## src/rtl/instr_fetch_unit_if.sv

```systemverilog
// Bus between the host/testbench and instr_fetch_unit: program-load port,
// run control inputs and the registered instruction stream to the core.
interface instr_fetch_unit_if #(
  parameter int unsigned ADDR_W = 4
);
  logic              prog_we;
  logic [ADDR_W-1:0] prog_addr;
  logic [15:0]       prog_data;
  logic              start;
  logic              hold;
  logic [15:0]       instruction;
  logic              instr_valid;
  logic [ADDR_W-1:0] pc;
  logic [1:0]        state;

  // Host side: loads program memory and controls execution.
  modport master (
    output prog_we, prog_addr, prog_data, start, hold,
    input  instruction, instr_valid, pc, state
  );

  // Fetch unit side.
  modport slave (
    input  prog_we, prog_addr, prog_data, start, hold,
    output instruction, instr_valid, pc, state
  );
endinterface

```

## src/rtl/instr_fetch_unit.sv

```systemverilog
// Instruction fetch unit: small program memory plus IDLE/RUN/HOLD/HALTED
// sequencer issuing one 16-bit word per clock to the core.
// Optional macro FETCH_WRAP_EN: when defined, a fetch from the last address
// wraps pc to 0 and keeps running; otherwise it halts after that fetch.
module instr_fetch_unit #(
  parameter int unsigned ADDR_W     = 4,
  parameter int unsigned PMEM_DEPTH = 2**ADDR_W,
  parameter logic [15:0] NOP_WORD   = 16'hF000,
  parameter logic [15:0] HALT_WORD  = 16'hFFFF
) (
  input  logic                  clk,
  input  logic                  reset,
  instr_fetch_unit_if.slave     bus
);

  typedef enum logic [1:0] {
    ST_IDLE   = 2'b00,
    ST_RUN    = 2'b01,
    ST_HOLD   = 2'b10,
    ST_HALTED = 2'b11
  } state_e;

  state_e            state_q, state_d;
  logic [ADDR_W-1:0] pc_q, pc_d;
  logic [15:0]       instr_q, instr_d;
  logic              valid_q, valid_d;
  logic [15:0]       pmem_q [PMEM_DEPTH];
  logic [15:0]       pmem_d [PMEM_DEPTH];

  logic [15:0]       fetch_word;
  logic              last_addr;
  logic              prog_open;

  assign fetch_word = pmem_q[pc_q];
  assign last_addr  = (pc_q == ADDR_W'(PMEM_DEPTH - 1));
  assign prog_open  = (state_q == ST_IDLE) || (state_q == ST_HALTED);

  // Program-memory write port, open only while not executing.
  always_comb begin
    pmem_d = pmem_q;
    if (prog_open && bus.prog_we) begin
      pmem_d[bus.prog_addr] = bus.prog_data;
    end
  end

  // Sequencer next-state: outputs default to NOP/invalid unless a word issues.
  always_comb begin
    state_d = state_q;
    pc_d    = pc_q;
    instr_d = NOP_WORD;
    valid_d = 1'b0;
    unique case (state_q)
      ST_IDLE, ST_HALTED: begin
        if (bus.start) begin
          state_d = ST_RUN;
          pc_d    = '0;
        end
      end
      ST_RUN, ST_HOLD: begin
        if (bus.hold) begin
          state_d = ST_HOLD;
        end else if (fetch_word == HALT_WORD) begin
          state_d = ST_HALTED;
        end else begin
          instr_d = fetch_word;
          valid_d = 1'b1;
          if (last_addr) begin
`ifdef FETCH_WRAP_EN
            pc_d    = '0;
            state_d = ST_RUN;
`else
            state_d = ST_HALTED;
`endif
          end else begin
            pc_d    = pc_q + ADDR_W'(1);
            state_d = ST_RUN;
          end
        end
      end
    endcase
  end

  // Sequencer state and registered outputs.
  always_ff @(posedge clk or posedge reset) begin
    if (reset) begin
      state_q <= ST_IDLE;
      pc_q    <= '0;
      instr_q <= NOP_WORD;
      valid_q <= 1'b0;
    end else begin
      state_q <= state_d;
      pc_q    <= pc_d;
      instr_q <= instr_d;
      valid_q <= valid_d;
    end
  end

  // Program memory; reset clears every word to NOP.
  always_ff @(posedge clk or posedge reset) begin
    if (reset) begin
      for (int unsigned i = 0; i < PMEM_DEPTH; i++) begin
        pmem_q[i] <= NOP_WORD;
      end
    end else begin
      pmem_q <= pmem_d;
    end
  end

  assign bus.instruction = instr_q;
  assign bus.instr_valid = valid_q;
  assign bus.pc          = pc_q;
  assign bus.state       = state_q;

endmodule
```

## src/flat_wrapper.sv

```systemverilog
// flat-port wrapper written by rule: the top's interface ports become plain ports
module instr_fetch_unit_flat 
#(
  parameter int unsigned ADDR_W     = 4,
  parameter int unsigned PMEM_DEPTH = 2**ADDR_W,
  parameter logic [15:0] NOP_WORD   = 16'hF000,
  parameter logic [15:0] HALT_WORD  = 16'hFFFF
)
  (clk, reset, bus_prog_we, bus_prog_addr, bus_prog_data, bus_start, bus_hold, bus_instruction, bus_instr_valid, bus_pc, bus_state);
  instr_fetch_unit_if #(.ADDR_W(ADDR_W)) bus_i ();
  input  logic clk;
  input  logic reset;
  input wire logic [$bits(bus_i.prog_we)-1:0] bus_prog_we;
  input wire logic [$bits(bus_i.prog_addr)-1:0] bus_prog_addr;
  input wire logic [$bits(bus_i.prog_data)-1:0] bus_prog_data;
  input wire logic [$bits(bus_i.start)-1:0] bus_start;
  input wire logic [$bits(bus_i.hold)-1:0] bus_hold;
  output wire logic [$bits(bus_i.instruction)-1:0] bus_instruction;
  output wire logic [$bits(bus_i.instr_valid)-1:0] bus_instr_valid;
  output wire logic [$bits(bus_i.pc)-1:0] bus_pc;
  output wire logic [$bits(bus_i.state)-1:0] bus_state;
  assign bus_i.prog_we = bus_prog_we;
  assign bus_i.prog_addr = bus_prog_addr;
  assign bus_i.prog_data = bus_prog_data;
  assign bus_i.start = bus_start;
  assign bus_i.hold = bus_hold;
  assign bus_instruction = bus_i.instruction;
  assign bus_instr_valid = bus_i.instr_valid;
  assign bus_pc = bus_i.pc;
  assign bus_state = bus_i.state;
  instr_fetch_unit #(.ADDR_W(ADDR_W), .PMEM_DEPTH(PMEM_DEPTH), .NOP_WORD(NOP_WORD), .HALT_WORD(HALT_WORD)) u_core (.clk(clk), .reset(reset), .bus(bus_i));
endmodule
```

## config.mk

```make
export PLATFORM = sky130hd
export DESIGN_NAME = instr_fetch_unit_flat
export DESIGN_NICKNAME = d
export VERILOG_FILES = /design/src/rtl/instr_fetch_unit_if.sv /design/src/rtl/instr_fetch_unit.sv /design/src/flat_wrapper.sv
export SDC_FILE = /design/constraint.sdc
export NUM_CORES = 1
export LEC_CHECK = 0
export BUFFER_PORTS_ARGS = -buffer_cell sky130_fd_sc_hd__buf_2
export CORE_ASPECT_RATIO = 1.4
export CORE_MARGIN = 5
export CORE_UTILIZATION = 40
export DETAILED_ROUTE_END_ITERATION = 10
export GPL_TIMING_DRIVEN = 0
export HOLD_SLACK_MARGIN = 0.08
export SETUP_SLACK_MARGIN = 0.02
export SYNTH_ARGS = -nofsm -noshare
export SYNTH_HDL_FRONTEND = slang
export SYNTH_SLANG_ARGS = --single-unit
```

## constraint.sdc

```tcl
create_clock -name clk -period 24 [get_ports clk]
set_input_delay 1.2 -clock clk [delete_from_list [all_inputs] [get_ports clk]]
set_output_delay 1.2 -clock clk [all_outputs]
set_load 0.1 [all_outputs]
```

* Word level (Yosys, flattened, before mapping) *
Cells that the tools add are included.

cells by class
  $add $sub $neg = 1
  magnitude comparators = 3
  eq/ne operators = 9
  multiplexer cells = 22
  bitwise operators = 2
  reductions and logical operators = 7

operators by type and width
  operator                                                    number
  bitwise mux 256 bit                                         1
  two-way mux 16 bit                                          6
  binary-select mux 16 bit (select 4 bit)                     1
  demux 16 bit (select 4 bit)                                 1
  == test 16 bit, second input constant                       1
  two-way mux 4 bit                                           4
  >= comparator 5 bit, second input constant                  2
  NOT 4 -> 5 bit                                              2
  two-way mux 2 bit                                           4
  inequality test 2 bit, second input constant                4
  one-hot mux 4 bit (2 select lines)                          1
  less-than comparator 5 x 1 -> 1 bit, second input constant  1
  adder 4 x 1 -> 4 bit, second input constant                 1
  == test 2 bit, second input constant                        2
  == test 4 bit, second input constant                        1
  one-hot mux 2 bit (2 select lines)                          1
  AND reduction 4 bit                                         1
  OR reduction 2 bit                                          2
  two-way mux 1 bit                                           3
  == test 2 x 1 -> 1 bit, second input constant               1
  logical AND 1 bit                                           2
  logical NOT 2 bit                                           1
  logical OR 1 bit                                            1

storage, ports and cells
  flip-flop bits (word level) = 279
  input bits = 25
  word-level logic and storage cells = 64

* Logic depth before layout (Yosys ltp) *
  depth in word-level cells = 8
  depth in mapped cells = 12
  mapped depth without buffers = 8

* Worst setup path before layout *
No wires, ideal clock.

  path kind = register -> register
  start point = register u_core.pc_q[0], in the netlist u_core.bus.pc[0]
  end point = register u_core.pc_q[2], in the netlist u_core.bus.pc[2]
  library setup time = 0.120 ns
  data arrival time = 3.260 ns
  required time = 23.880 ns
  path slack = 20.620 ns
  stages on the path, launching flop included = 9
  path buffers = 2
  period minus slack after synthesis = 3.380 ns
  cell sequence = dfrtp_1 -> buf_6 -> buf_4 -> mux4_2 -> mux4_2 -> nand4_1 -> o31ai_4 -> or4b_1 -> o211a_1

between the ends
  word-level cells in the longest chain between the ends = 7
  elaborated cells on any way between the ends = 14
  those cells by class = 1 x add/sub; 4 x eq/ne; 7 x mux; 1 x bitwise; 1 x reduce/logical

RTL lines
  item                                                    line                    text
  start, declared                                         instr_fetch_unit.sv:24  logic [ADDR_W-1:0] pc_q, pc_d;
  start signal, assigned                                  instr_fetch_unit.sv:92  pc_q <= pc_d;
  NOT 4 -> 5 bit (implied by the code)                    instr_fetch_unit.sv:34  assign fetch_word = pmem_q[pc_q];
  binary-select mux 16 bit (select 4 bit)                 instr_fetch_unit.sv:34
  two-way mux 16 bit (implied by the code) (2 in series)  instr_fetch_unit.sv:34
  == test 16 bit                                          instr_fetch_unit.sv:62  end else if (fetch_word == HALT_WORD) begin
  inequality test 2 bit (no line)                         n/a
  AND reduction 4 bit (no line)                           n/a

Several ways; a longest one is shown, not always the timed one. The select of a mux whose other input is x is not followed.
A chain may end at the register's enable or synchronous reset.

* Worst setup path in the final report *
  start point = register u_core.pc_q[1], in the netlist u_core.bus.pc[1]
  end point = register u_core.pc_q[2], in the netlist u_core.bus.pc[2]

The elaborated chain is that of the path after synthesis.

==> flow_summary.json <==
{
  "multiInputGateArea_sq_um": 5250,
  "p_per_area_nw_per_um2": 144,
  "hold_depth": 1,
  "period_minus_slack_ns": 3.79,
  "worst-setup-path-type": "flop to flop",
  "numCtsBuffers": 27,
  "peakVddDrop_v": 0.0000575,
  "cts_num_sinks": 279,
  "initial_core_util": 0.403,
  "post_cts_resized": 0,
  "routed_wl_microns": 32900,
  "cp_common_cell": "buf_2",
  "die-area_sq_um": 35400,
  "grt_use_total": 0.191,
  "overflow": 0,
  "tightest_slew_ns": 1.32,
  "vias": 7291,
  "cp_max_fo": 10,
  "fp-row-count": 77,
  "via_per_inst": 5.55,
  "cts_max_level": 1,
  "area_delta_synth_final_pct": 13.5,
  "met2_usage": 0.349,
  "slew_viol_final": 0,
  "nets": 923,
  "fin_util": 0.457,
  "synth_nets": 845,
  "dp_hpwl_microns": 22200,
  "setup_viol_count_final": 0,
  "post_cts_buffers": 0,
  "critPathSlowestCell": "buf_1",
  "synth_top_area_frac": 0.417,
  "rr_worst_depth": 11,
  "path_cells": "buf_2 -> buf_2 -> buf_1 -> mux4_2 -> nor3b_1 -> nor3_1 -> nand4_1 -> o31ai_4 -> buf_6 -> nor2_1 -> o211a_1",
  "p_leak_uw": 0.00618,
  "core_area_sq_um": 31400,
  "slew_headroom": 0.116,
  "finClkSkew_ns": 0.0210,
  "drt-pass1-iter-count": 4,
  "clock_latency_ns": 0.55,
  "clk_root_buffer_cell": "clkbuf_16",
  "critPathMaxStageDelay_ns": 0.74,
  "cp-start-kind": "flop",
  "status": "completed",
  "drt-initial-drc-count": 370,
  "yosysSeqAreaShare": 0.558,
  "gp_congestion": 0.783,
  "ff_latch_area_sq_um": 7070,
  "cts_tree": "done",
  "grt_use_met1": 0.243,
  "cts_hold_buf": 0,
  "timing.final.crit_share": 0.158,
  "die_h_microns": 221,
  "wl_per_cell_microns": 25.1,
  "rsz0062_at_grt": "no",
  "gr-usage-met3": 0.0196,
  "grt_max_degree": 131,
  "syn_area_per_cell_sq_um": 15.5,
  "synth-seq-cells": 279,
  "fin_area_sq_um": 14400,
  "finalHoldViolations": 0,
  "die_x_microns": 160,
  "layoutNonFillerInstCount": 1313,
  "post_synth_inst_count": 819,
  "antenna_found_initial": 1,
  "cap_violations": 0,
  "grt_pass1_vias": 7937,
  "final_layout_size_suffix_gt1_frac": 0.531,
  "tns_ns": 0,
  "arrival_ns": 4.23,
  "min-delay-path-class": "flop to flop",
  "cts_buffer_depth": 3,
  "yosysTopAreaCell": "dfrtp_1",
  "ys_types": 41,
  "ys_warn_count": 0,
  "synthTopCellsByArea": "dfrtp_1 42%, mux2_2 23%, dfstp_2 14%, mux4_2 8.2%, mux2i_1 2.8%",
  "cp-end-kind": "flop",
  "top_usage_layer": "met2",
  "netlist_area_sq_um": 12700,
  "ios": 48,
  "drc_errors": 0,
  "place_inst": 1263,
  "place.port_buffers": 45,
  "drtAntennaViolNets": 0,
  "max_freq_mhz": 264,
  "worst_ep_required_time_ns": 24.44,
  "clk_pin_slew_ns": 0.06,
  "nFillCells": 2800,
  "dpl_cell_area_sq_um": 13500,
  "grt_pass1_wl_microns": 51100
}
## path summary, 6_finish.rpt
check                                               startpoint                              to  slack (ns)
worst max-delay path              u_core.bus.pc[1]$_DFFE_PP0P_    u_core.bus.pc[2]$_DFFE_PP0P_       20.21
worst min-delay path            u_core.pmem_q[113]$_DFFE_PP0P_  u_core.pmem_q[113]$_DFFE_PP0P_        0.50
worst max register to register    u_core.bus.pc[1]$_DFFE_PP0P_    u_core.bus.pc[2]$_DFFE_PP0P_       20.21
worst min register to register  u_core.pmem_q[113]$_DFFE_PP0P_  u_core.pmem_q[113]$_DFFE_PP0P_        0.50
max in group asynchronous                                reset  u_core.pmem_q[134]$_DFFE_PP0P_       22.51
min in group asynchronous                                reset  u_core.pmem_q[154]$_DFFE_PP0P_        0.58
## metrics by stage
step / hold slack [ns] / total power [uW] / setup WS, ns
floorplan: 0.471 / 1450 / 15.22
global placement: 0.480 / 1630 / 11.90
detailed placement: 0.489 / 1650 / 20.00
CTS: 0.505 / 2090 / 20.17
finish: 0.500 / 2070 / 20.21
global route: 0.514 / 2180 / 20.00
## layout make-up
cell class | count | share of cell area
well taps | 395 | 0.0344
clock inverters | 12 | 0.00522
multi-input cells | 473 | 0.365
inverters | 6 | 0.00209
diodes | 1 | 0.000174
repair buffers | 49 | 0.0202
flip-flops and latches | 279 | 0.492
plain buffers | 61 | 0.0225
clock buffers | 37 | 0.0583
## kinds of logic after synthesis
kind of cell,count (synthesis),synth area share
simple gates,84,0.0335
flops,279,0.558
buf+inv,67,0.0273
fa+ha+maj,1,0.000988
mux,346,0.353
xor+xnor,1,0.000692
compound gates,41,0.0260
## placed cells by master, fill, tap and decap left out, types with 4 or more instances in the layout
cell       instances
a221oi_1          14
nand2b_1           5
nor3b_1            4
mux2_2           257
clkbuf_16         31
nor3_1             9
nand2_1           13
mux2i_1           36
a22oi_1            6
clkbuf_8           4
buf_6              4
nor2b_1            5
o21ai_0            4
a21oi_1            6
clkinv_2           6
buf_2             50
nor2_1            24
and2_1             5
inv_1              4
dfrtp_1          211
nand3_1            6
dfstp_2           68
mux4_2            46
mux4_1             7
or2_2              4
clkbuf_1          47
## worst max-delay path: cells and delay by family, from the launching register on
| kind | cells | cell delay [ns] |
|---|---|---|
| flops | 1 | 0.40 |
| simple gates | 4 | 0.69 |
| mux | 1 | 0.39 |
| compound gates | 2 | 0.68 |
| buf+inv | 4 | 1.53 |
## cell usage after synthesis, drive strengths merged
library cell	n
a211oi	1
a21oi	6
a221oi	16
a22oi	6
a31oi	3
and2	5
and3	2
buf	16
clkbuf	45
clkinv	1
dfrtp	211
dfstp	68
ha	1
inv	5
mux2	257
mux2i	36
mux4	53
nand2	13
nand2b	5
nand3	6
nand4	3
nor2	24
nor2b	5
nor3	9
nor3b	4
nor4	2
o211a	1
o21ai	4
o21bai	2
o31a	1
o31ai	1
or2	4
or4	1
or4b	1
xnor2	1
## power breakdown
| part | switching [uW] | internal, uW | leakage (uW) | total [uW] |
|---|---|---|---|---|
| Sequential | 114 | 744 | 0.00342 | 858 |
| Clock | 187 | 246 | 0.000452 | 433 |
| Combinational | 395 | 382 | 0.00231 | 777 |
| Total | 696 | 1370 | 0.00618 | 2070 |
## layer usage
layer  up-vias  share of wire  wire [microns]
li1       3216              -               -
met5         -              0               0
met2       141           0.53           17400
met1      3895           0.42           13700
met3        39          0.034            1100
met4         0          0.023             758
## registers in the layout (all words and copies together), names as in the netlist
| register | cells |
|---|---|
| u_core.bus.state | 2 |
| u_core.bus.instr_valid | 1 |
| u_core.bus.instruction | 16 |
| u_core.bus.pc | 4 |
| u_core.pmem_q | 256 |
Power figures use the tool's default switching activity.
